==> src/rtl/vx_icache_rsp_pkg.sv <==
// Shared widths, sizing helpers and the response entry layout for the
// icache response buffer.
package vx_icache_rsp_pkg;

   function automatic int word_width(input int word_size);
      return 8 * word_size;
   endfunction

   function automatic int ptr_w(input int depth);
      return $clog2(depth);
   endfunction

   function automatic int cnt_w(input int depth);
      return $clog2(depth) + 1;
   endfunction

   localparam int DEF_WORD_SIZE  = 4;
   localparam int DEF_TAG_WIDTH  = 1;
   localparam int DEF_WORD_WIDTH = word_width(DEF_WORD_SIZE);

   typedef struct packed {
      logic [DEF_WORD_WIDTH-1:0] data;
      logic [DEF_TAG_WIDTH-1:0]  tag;
   } icache_rsp_entry_t;

endpackage

==> src/rtl/vx_rsp_fifo_mem.sv <==
// DEPTH x ENTRY_W flop array: one synchronous write port, one asynchronous
// read port, whole array cleared by the asynchronous reset.
module vx_rsp_fifo_mem
   import vx_icache_rsp_pkg::*;
#(
   parameter int  DEPTH   = 4,
   parameter int  ENTRY_W = 33,
   localparam int ADDR_W  = ptr_w(DEPTH)
) (
   input  logic               clk,
   input  logic               reset,
   input  logic               we,
   input  logic [ADDR_W-1:0]  waddr,
   input  logic [ENTRY_W-1:0] wdata,
   input  logic [ADDR_W-1:0]  raddr,
   output logic [ENTRY_W-1:0] rdata
);

   logic [ENTRY_W-1:0] mem_r [DEPTH];

   // Storage write port.
   always_ff @(posedge clk or posedge reset) begin
      if (reset) begin
         for (int i = 0; i < DEPTH; i++) begin
            mem_r[i] <= '0;
         end
      end else if (we) begin
         mem_r[waddr] <= wdata;
      end
   end

   assign rdata = mem_r[raddr];

endmodule

==> src/rtl/vx_icache_rsp_buffer.sv <==
// Elastic in-order queue between the icache response port and fetch/decode.
// Every output is driven from flops so decode back-pressure never reaches the cache.
module vx_icache_rsp_buffer
   import vx_icache_rsp_pkg::*;
#(
   parameter int  WORD_SIZE  = 4,
   parameter int  TAG_WIDTH  = 1,
   parameter int  DEPTH      = 4,
   localparam int WORD_WIDTH = word_width(WORD_SIZE),
   localparam int PTR_W      = ptr_w(DEPTH),
   localparam int CNT_W      = cnt_w(DEPTH)
) (
   input  logic                  clk,
   input  logic                  reset,
   input  logic                  rsp_valid_in,
   input  logic [WORD_WIDTH-1:0] rsp_data_in,
   input  logic [TAG_WIDTH-1:0]  rsp_tag_in,
   output logic                  rsp_ready_in,
   input  logic                  flush,
   output logic                  out_valid,
   output logic [WORD_WIDTH-1:0] out_data,
   output logic [TAG_WIDTH-1:0]  out_tag,
   input  logic                  out_ready,
   output logic [CNT_W-1:0]      count
);

   typedef struct packed {
      logic [WORD_WIDTH-1:0] data;
      logic [TAG_WIDTH-1:0]  tag;
   } entry_t;

   localparam int ENTRY_W = $bits(entry_t);

   logic [PTR_W-1:0]      rd_ptr_r;
   logic [PTR_W-1:0]      wr_ptr_r;
   logic [CNT_W-1:0]      count_r;
   logic                  ready_r;
   logic [WORD_WIDTH-1:0] out_data_r;
   logic [TAG_WIDTH-1:0]  out_tag_r;

   logic                  push_s;
   logic                  pop_s;
   logic [PTR_W-1:0]      rd_next_s;
   logic [PTR_W-1:0]      wr_next_s;
   logic [CNT_W-1:0]      count_next_s;
   logic                  bypass_s;
   logic                  head_load_s;
   entry_t                wr_entry_s;
   entry_t                rd_entry_s;
   entry_t                head_s;

   assign out_valid    = (count_r != '0);
   assign rsp_ready_in = ready_r;
   assign count        = count_r;
   assign out_data     = out_data_r;
   assign out_tag      = out_tag_r;

   assign push_s     = rsp_valid_in & ready_r & ~flush;
   assign pop_s      = out_valid & out_ready & ~flush;
   assign wr_entry_s = '{data: rsp_data_in, tag: rsp_tag_in};

   // Next pointers/count and the value the head register takes next.
   always_comb begin
      rd_next_s    = rd_ptr_r;
      wr_next_s    = wr_ptr_r;
      count_next_s = count_r;
      bypass_s     = 1'b0;
      head_load_s  = 1'b0;
      head_s       = rd_entry_s;
      if (flush) begin
         rd_next_s    = '0;
         wr_next_s    = '0;
         count_next_s = '0;
      end else begin
         rd_next_s = pop_s  ? rd_ptr_r + PTR_W'(1) : rd_ptr_r;
         wr_next_s = push_s ? wr_ptr_r + PTR_W'(1) : wr_ptr_r;
         if (push_s && !pop_s) begin
            count_next_s = count_r + CNT_W'(1);
         end else if (pop_s && !push_s) begin
            count_next_s = count_r - CNT_W'(1);
         end else begin
            count_next_s = count_r;
         end
         // The pushed word becomes the head when nothing older survives this edge.
         bypass_s = push_s && (count_r == (pop_s ? CNT_W'(1) : CNT_W'(0)));
         if (bypass_s) begin
            head_load_s = 1'b1;
            head_s      = wr_entry_s;
         end else if (count_next_s != '0) begin
            head_load_s = 1'b1;
            head_s      = rd_entry_s;
         end else begin
            head_load_s = 1'b0;
            head_s      = rd_entry_s;
         end
      end
   end

   vx_rsp_fifo_mem #(
      .DEPTH   (DEPTH),
      .ENTRY_W (ENTRY_W)
   ) u_mem (
      .clk   (clk),
      .reset (reset),
      .we    (push_s),
      .waddr (wr_ptr_r),
      .wdata (wr_entry_s),
      .raddr (rd_next_s),
      .rdata (rd_entry_s)
   );

   // Pointer, occupancy, ready flag and head register state.
   always_ff @(posedge clk or posedge reset) begin
      if (reset) begin
         rd_ptr_r   <= '0;
         wr_ptr_r   <= '0;
         count_r    <= '0;
         ready_r    <= 1'b0;
         out_data_r <= '0;
         out_tag_r  <= '0;
      end else begin
         rd_ptr_r <= rd_next_s;
         wr_ptr_r <= wr_next_s;
         count_r  <= count_next_s;
         ready_r  <= (count_next_s != CNT_W'(DEPTH));
         if (head_load_s) begin
            out_data_r <= head_s.data;
            out_tag_r  <= head_s.tag;
         end else begin
            out_data_r <= out_data_r;
            out_tag_r  <= out_tag_r;
         end
      end
   end

endmodule

==> config.mk <==
export PLATFORM = sky130hd
export DESIGN_NAME = vx_icache_rsp_buffer
export DESIGN_NICKNAME = d
export VERILOG_FILES = /design/src/rtl/vx_icache_rsp_pkg.sv /design/src/rtl/vx_rsp_fifo_mem.sv /design/src/rtl/vx_icache_rsp_buffer.sv
export SDC_FILE = /design/constraint.sdc
export NUM_CORES = 1
export LEC_CHECK = 0
export ABC_AREA = 1
export ABC_CLOCK_PERIOD_IN_PS = 6000
export CAP_MARGIN = 5
export CORE_MARGIN = 5
export CORE_UTILIZATION = 50
export DETAILED_ROUTE_END_ITERATION = 7
export PLACE_DENSITY = 0.77
export SLEW_MARGIN = 10
export SYNTH_ARGS = -nofsm -noshare
export SYNTH_HDL_FRONTEND = slang
export SYNTH_HIERARCHICAL = 1
export SYNTH_SLANG_ARGS = --single-unit
==> constraint.sdc <==
create_clock -name clk -period 6 [get_ports clk]
set_input_delay 1.2 -clock clk [delete_from_list [all_inputs] [get_ports clk]]
set_output_delay 1.2 -clock clk [all_outputs]
set_load 0.02 [all_outputs]
==> impl_metrics.ini, run 1 <==
[outcome]
status = completed

[worst_setup_path]
path_buf_inv = 3
cp_common_cell = nand2_1
cp_slowest_cell = inv_2
critPathTopFamily = buffers and inverters
critPathMaxFanout = 66
cpPeakStageDelay_ns = 0.90
path_cells = clkdlybuf4s50_1 > inv_4 > nand2_4 > nor2_4 > o21ai_0 > a21oi_4 > inv_2 > nand2_1 > nand3_1 > nand2_1 > nand2_1 > o21ai_1 > nand2_1 > nand2_1
cp.required_ns = 6.32
crit_arrival_ns = 4.22
start_kind = primary input
cp-end-kind = flip-flop
worstSetupPathType = primary input to flip-flop

[placed_design]
io_buffer_count = 75
dp.cells = 1523
place_area_sq_mm = 0.01006
dp_slack_ns = 1.743
routabilityCongestion = 0.8404
dpl.hpwl_microns = 14540

[clock_tree]
cts_hold_buffers = 0
htreeDepth = 4
numCtsBuffers = 17
clock_sinks = 173
post_cts_resized = 0
cts_setup_buffers = 0
root_buffer = clkbuf_16
cts_buffer_depth = 2
worstSkewPairLatency_ns = 0.43
cts_tree = built
clk_pin_slew_ns = 0.06

[global_routing]
grt_use_met1_pct = 34.36
antenna_found_initial = 0
top_usage_layer = met2
grt_pass1_vias = 8107
track_usage_pct = 24.68
use_met3_pct = 4.749
use_met2_pct = 39.04
grt_pass1_wl_microns = 42890
grt_overflow_total = 0
grt_max_degree = 73

[finish]
multi_input_area_sq_mm = 0.003777
fin_nets = 1349
final_cells = 1555
area_growth_pct = 13.98
antenna_cells = 0
fin_util_pct = 57.31
seqCellArea_sq_mm = 0.004329
fillerInstances = 1656
drive_gt1_share_pct = 7.267
stdcell_area_sq_mm = 0.01065

[sta]
slew_viol_final = 0
fmax_mhz = 255.9
tightest_slew_ns = 1.250
tns_ns = 0
fin_crit_ns = 3.908
layout_setup_ws_ns = 2.092
hold_violations = 0
period_share_pct = 65.13
rsz0062_at_grt = false
setup_viol_count_final = 0
finClkSkew_ns = 0.01026
worst_hold_slack_ns = 0.4700
slew_headroom_pct = 16.55

[drt]
vias = 8550
drt.antenna.violating_nets = 0
via_per_inst = 5.498
drt_first_iter_violations = 994
drt-total-wl_microns = 26120
detail_route.wl_per_cell_microns = 16.80
drt_first_pass_iters = 6
post-route-drc-count = 0

[logic_synthesis]
yosysUniqueCellTypes = 27
syn_avg_cell_area_sq_um = 7.270
ys_ff_latch = 173
ys_seq_area_share_pct = 46.34
ys_warn_count = 6
netlist_area_sq_mm = 0.009341
syn-num-nets = 1326
syn_inst = 1285

[power_and_ir_drop]
fin_total_pwr_mw = 4.319
vdd_drop_max_uv = 202.7
p_leak_nw = 5.819
power.density_mw_per_mm2 = 405.6

[run]
maxCapViolCount = 0

[worst_hold_path]
hold_class = flip-flop to flip-flop

[floorplan]
ios = 76
die_w_microns = 146.7
coreArea_sq_mm = 0.01858
rows = 50
die_area_sq_mm = 0.02152
fp.dieH_microns = 146.7
initial_utilization_pct = 50.28
## worst min-delay path, stage by stage, from the launching register on
cell and delay, ns:
dfrtp_1 0.34, nand2_1 0.05, nand2_1 0.05
## area by class of cell
| type | instances | share of cell area (%) |
|---|---|---|
| Sequential cell | 173 | 40.66 |
| Multi-Input combinational cell | 812 | 35.48 |
| Timing Repair Buffer | 88 | 7.967 |
| Inverter | 216 | 7.662 |
| Clock buffer | 18 | 4.125 |
| Tap cell | 234 | 2.750 |
| Clock inverter | 14 | 1.363 |
## Yosys cell counts (all sizes together)
cell      n  area (sq um)
nand3b    1         7.510
ha        3         37.54
o21ai    69         349.1
nand2   512          2017
nand3   113         600.6
nand4   100         631.9
clkbuf   26         97.59
a21oi     2         10.01
xnor2     1         8.760
buf      58         352.8
nor2      8         60.05
inv     216         813.3
xor2      3         26.28
dfrtp   173          4329
## kinds of logic (layout without fill, tap and decap cells)
kind of cell             count (synthesis)  after routing  share of synthesized area (%)
AND/OR/NAND/NOR                        734            734                          35.51
buffers and inverters                  300            336                          13.53
flip-flops                             173            173                          46.34
AO/OA/AOI/OAI                           71             71                          3.844
XOR/XNOR                                 4              4                         0.3751
adder cells (fa/ha/maj)                  3              3                         0.4019
## final timing paths
kind	cells after the start	slack (ns)	start	endpoint
worst max-delay path	14	2.09	flush	out_data[5]
worst min-delay path	2	0.47	u_mem/mem_r[60]	u_mem/mem_r[60]
worst max register to register	15	2.77	count[0]	out_data[5]
worst min register to register	2	0.47	u_mem/mem_r[60]	u_mem/mem_r[60]
max in group asynchronous	3	3.66	reset	u_mem/mem_r[20]
min in group asynchronous	2	1.19	reset	u_mem/mem_r[111]
## state kept, by name, indices dropped and copies added (netlist names)
| signal | count |
|---|---|
| rsp_ready_in | 1 |
| u_mem/mem_r | 132 |
| count | 3 |
| rd_ptr_r | 2 |
| out_data | 32 |
| wr_ptr_r | 2 |
| out_tag | 1 |
## layer usage
layer,wire length [microns],vias to the layer above,part of all wire [%]
met4,566,0,2.2
met3,2441,60,9.3
li1,-,4028,-
met5,0,-,0
met2,11960,459,46
met1,11150,4003,43
## report_power, final
part	switching [mW]	leakage (nW)	internal [mW]
Combinational	0.861	3.32	0.559
Sequential	0.255	2.22	1.55
Clock	0.470	0.278	0.623
Total	1.59	5.82	2.73
## cell usage in the layout, fill, tap and decap left out, types with 2 or more instances in the layout
cell | netlist | layout
xor2_1 | 3 | 3
clkinv_4 | 0 | 3
bufinv_16 | 0 | 2
nand3_1 | 109 | 106
nand2_1 | 484 | 484
nand4_1 | 99 | 99
clkdlybuf4s50_1 | 0 | 75
buf_4 | 8 | 13
inv_2 | 5 | 6
nor2_1 | 4 | 3
nand3_2 | 2 | 5
o21ai_0 | 49 | 49
clkinvlp_4 | 0 | 4
clkinv_2 | 0 | 4
dfrtp_1 | 173 | 173
nand2_4 | 5 | 5
nor2_4 | 4 | 4
nand2_2 | 23 | 23
ha_1 | 3 | 3
inv_1 | 210 | 208
o21ai_1 | 19 | 19
nand3_4 | 2 | 2
clkbuf_16 | 0 | 17
inv_4 | 1 | 2
No activity file was read; power rests on OpenSTA's default activity.
==> inputs of run 2 (changes only) <==
- ABC_CLOCK_PERIOD_IN_PS: 6000 -> 3200
- PLACE_DENSITY: 0.77 -> 0.8
- clock period: 6 -> 3.2 ns (I/O delays scaled with it)
==> impl_metrics.ini, run 2 (synthesis gave the netlist of run 1 again) <==
[outcome]
status = completed

[placed_design]
routabilityCongestion = 0.8487
place_area_sq_mm = 0.01029
io_buffer_count = 75
dp.cells = 1545
dpl.hpwl_microns = 15670

[finish]
final_cells = 1575
drive_gt1_share_pct = 8.128
largest_reg_flops = 132
stdcell_area_sq_mm = 0.01092
mostFrequentLayoutCell = nand2_1
final_cell_mix = nand2_1 (484), inv_1 (208), dfrtp_1 (173)
fin_util_pct = 58.75
regMostFlops = u_mem/mem_r
antenna_cells = 0
area_growth_pct = 16.85
fin_nets = 1371

[worst_hold_path]
min_delay_path_depth = 2
hold_start = u_mem/mem_r[120]
hold_class = flip-flop to flip-flop
holdPathEnd = u_mem/mem_r[120]

[worst_setup_path]
regToRegEndpoint = out_data[3]
path_cells = inv_1 > ha_1 > inv_1 > nor2_1 > nor2_4 > o21ai_0 > a21oi_4 > buf_4 > nand2_1 > nand3_1 > nand2_1 > nand2_1 > o21ai_0 > nand2_1 > nand2_1
critPathMaxFanout = 46
worstSetupPathType = flip-flop to flip-flop
cp_common_cell = nand2_1
cp.required_ns = 3.51
critPathTopFamily = simple AND/OR/NAND/NOR gates
cp-end-kind = flip-flop
crit_start = count[0]
cp_slowest_cell = buf_4
rr_worst_depth = 15
r2r-start = count[0]
cpPeakStageDelay_ns = 0.47
path_buf_inv = 3
start_kind = flip-flop
reg2reg_slack_ns = 0.49
crit_arrival_ns = 3.02

[clock_tree]
root_buffer = clkbuf_16
numCtsBuffers = 17
cts_hold_buffers = 0
cts_buffer_depth = 2
cts_tree = built
htreeDepth = 4
cts_setup_buffers = 0
post_cts_resized = 0
clk_pin_slew_ns = 0.06
worstSkewPairLatency_ns = 0.43
clock_sinks = 173

[global_routing]
antenna_found_initial = 0
track_usage_pct = 24.37
grt_pass1_vias = 8306
grt_pass1_wl_microns = 42660
grt_max_degree = 67
grt_overflow_total = 0

[floorplan]
initial_utilization_pct = 50.28
coreArea_sq_mm = 0.01858
ios = 76
die_area_sq_mm = 0.02152
rows = 50
fp.dieH_microns = 146.7
die_w_microns = 146.7

[power_and_ir_drop]
p_leak_nw = 5.963
power.density_mw_per_mm2 = 760.4
vdd_drop_max_uv = 348.5

[sta]
slew_viol_final = 0
tns_ns = 0
rsz0062_at_grt = false
period_share_pct = 84.61
setup_viol_count_final = 0
fmax_mhz = 369.4
tightest_slew_ns = 0.8407
slew_headroom_pct = 43.83
fin_crit_ns = 2.707
hold_violations = 0
finClkSkew_ns = 0.008464

[drt]
drt_first_pass_iters = 6
via_per_inst = 5.501
drt_first_iter_violations = 986
post-route-drc-count = 0
detail_route.wl_per_cell_microns = 16.32
drt.antenna.violating_nets = 0
vias = 8664
drt-total-wl_microns = 25710

[run]
maxCapViolCount = 0
==> run 2: per-stage QoR <==
| stage | power [mW] | hold WS (ns) | setup slack [ns] |
|---|---|---|---|
| floorplan | 5.053 | 0.4419 | 0.7885 |
| global placement | 5.961 | 0.4528 | 0.2483 |
| detailed placement | 6.059 | 0.4582 | 0.1395 |
| CTS | 8.308 | 0.4730 | 0.5552 |
| global route | 8.828 | 0.4848 | 0.3253 |
| finish | 8.300 | 0.4672 | 0.4926 |
==> run 2: worst register-to-register path, stage by stage (launching register included) <==
cell and delay [ns]:
dfrtp_1 0.42, inv_1 0.13, ha_1 0.24, inv_1 0.06
nor2_1 0.06, nor2_4 0.18, o21ai_0 0.15, a21oi_4 0.17
buf_4 0.47, nand2_1 0.13, nand3_1 0.10, nand2_1 0.05
nand2_1 0.06, o21ai_0 0.17, nand2_1 0.12, nand2_1 0.08
==> run 2: routing by layer <==
metal,wire length (microns),track usage [%]
met5,0,0
met4,457,8.090
met3,2374,5.059
met2,11880,38.72
met1,11000,33.46
==> run 2: worst max-delay path by stage <==
stage | cells past startpoint | end
global route | 15 | out_data[3]
CTS | 15 | out_data[3]
global placement | 14 | out_data[3]
finish | 15 | out_data[3]
detailed placement | 14 | out_data[3]
floorplan | 17 | out_data[10]
==> run 2: layout make-up <==
class | instances | area, sq um
Clock buffer | 23 | 457.9
Sequential cell | 173 | 4329
Fill cell | 1621 | 7665
Clock inverter | 7 | 162.7
Timing Repair Buffer | 110 | 1089
Multi-Input combinational cell | 812 | 3767
Inverter | 216 | 817.0
Tap cell | 234 | 292.8
==> run 2: report_power, final <==
part           internal [mW]  switching, mW
combinational           1.09           1.62
sequential              2.91          0.467
clock                   1.40          0.821
total                   5.39           2.91
==> inputs of run 3 (changes only) <==
- ABC_CLOCK_PERIOD_IN_PS: 3200 -> 2680
- PLACE_DENSITY: 0.8 -> 0.77
- clock period: 3.2 -> 2.68 ns (I/O delays scaled with it)
==> impl_metrics.ini, run 3 (synthesis gave the netlist of run 1 again) <==
[floorplan]
die_area_sq_mm = 0.02152
fp.dieH_microns = 146.7
rows = 50
die_w_microns = 146.7
ios = 76
initial_utilization_pct = 50.28
coreArea_sq_mm = 0.01858

[worst_setup_path]
crit_start = count[0]
cpPeakStageDelay_ns = 0.62
crit_arrival_ns = 1.96
start_kind = flip-flop
reg2reg_slack_ns = 0.23
r2r-start = count[0]
cp_slowest_cell = clkdlybuf4s50_1
critPathTopFamily = buffers and inverters
cp.depth = 4
cp.required_ns = 2.14
path_buf_inv = 2
critPathMaxFanout = 5
rr_worst_depth = 16
path_cells = inv_1 > ha_1 > nand2_2 > clkdlybuf4s50_1
worstSetupPathType = flip-flop to output port
cp-end-kind = output port

[sta]
slew_headroom_pct = 55.26
setup_viol_count_final = 0
hold_violations = 0
period_share_pct = 93.00
worst_hold_slack_ns = 0.3546
fmax_mhz = 401.2
fin_crit_ns = 2.492
rsz0062_at_grt = false
finClkSkew_ns = 0.01150
tightest_slew_ns = 0.6711
slew_viol_final = 0

[drt]
post-route-drc-count = 0
via_per_inst = 5.310
vias = 8437
drt_first_pass_iters = 5
drt.antenna.violating_nets = 0
drt_first_iter_violations = 1075
detail_route.wl_per_cell_microns = 15.68
drt-total-wl_microns = 24920

[placed_design]
io_buffer_count = 75
dpl.hpwl_microns = 16060
place_area_sq_mm = 0.01044
routabilityCongestion = 0.8680

[run]
maxCapViolCount = 0

[worst_hold_path]
hold_class = primary input to asynchronous set/reset pin

[finish]
mostFrequentLayoutCell = nand2_1
stdcell_area_sq_mm = 0.01106
seqCellArea_sq_mm = 0.004329
regMostFlops = u_mem/mem_r
fillerInstances = 1662
antenna_cells = 0
final_cell_mix = nand2_1 (484), inv_1 (208), dfrtp_1 (173)
area_growth_pct = 18.42
multi_input_area_sq_mm = 0.003767
fin_nets = 1383
drive_gt1_share_pct = 9.225
largest_reg_flops = 132

[clock_tree]
post_cts_resized = 0
numCtsBuffers = 17
cts_hold_buffers = 0
worstSkewPairLatency_ns = 0.44
cts_tree = built
cts_buffer_depth = 2
cts_setup_buffers = 0
root_buffer = clkbuf_16
clock_sinks = 173
htreeDepth = 4
clk_pin_slew_ns = 0.06

[global_routing]
track_usage_pct = 23.39
grt_pass1_vias = 7746
grt_overflow_total = 0
grt_pass1_wl_microns = 41080
antenna_found_initial = 0
grt_max_degree = 92

[power_and_ir_drop]
p_leak_nw = 6.045
vdd_drop_max_uv = 475.0
power.density_mw_per_mm2 = 897.3

[outcome]
status = completed
## run 3: layer usage
| metal | share of wire (%) | track usage, % | up-vias | wire length (microns) |
|---|---|---|---|---|
| li1 | - | - | 4109 | - |
| met1 | 44 | 33.41 | 3896 | 10970 |
| met2 | 46 | 36.53 | 394 | 11430 |
| met3 | 8.6 | 4.531 | 38 | 2155 |
| met4 | 1.4 | 6.538 | 0 | 360 |
| met5 | 0 | 0 | - | 0 |
## run 3: path summary, 6_finish.rpt
kind                                        end
worst max-delay path                  out_valid
worst min-delay path            u_mem/mem_r[13]
worst max register to register      out_data[7]
worst min register to register  u_mem/mem_r[73]
max in group asynchronous       u_mem/mem_r[92]
min in group clk                u_mem/mem_r[73]
## run 3: layout make-up
class	count	area share (%)
Timing Repair Buffer	122	11.11
Inverter	216	7.386
Multi-Input combinational cell	812	34.06
Clock inverter	10	1.470
Sequential cell	173	39.14
Clock buffer	22	4.196
Tap cell	234	2.647
## run 3: report_power, final
group	switching (mW)	internal, mW	leakage (nW)
sequential	0.557	3.47	2.22
combinational	1.91	1.34	3.52
clock	1.03	1.61	0.300
total	3.50	6.43	6.04
## run 3: through the flow
stage | util [%] | setup TNS [ns] | instances | setup WS, ns | power [mW]
floorplan | - | 0 | 1285 | 0.2685 | 6.034
global placement | 56.16 | 0 | 1557 | 0.03564 | 7.175
detailed placement | 56.16 | -0.03203 | 1557 | -0.01982 | 7.278
CTS | 59.54 | 0 | 1589 | 0.1629 | 9.953
global route | 59.54 | 0 | 1589 | 0.06846 | 10.55
finish | 59.54 | 0 | 1589 | 0.1877 | 9.926
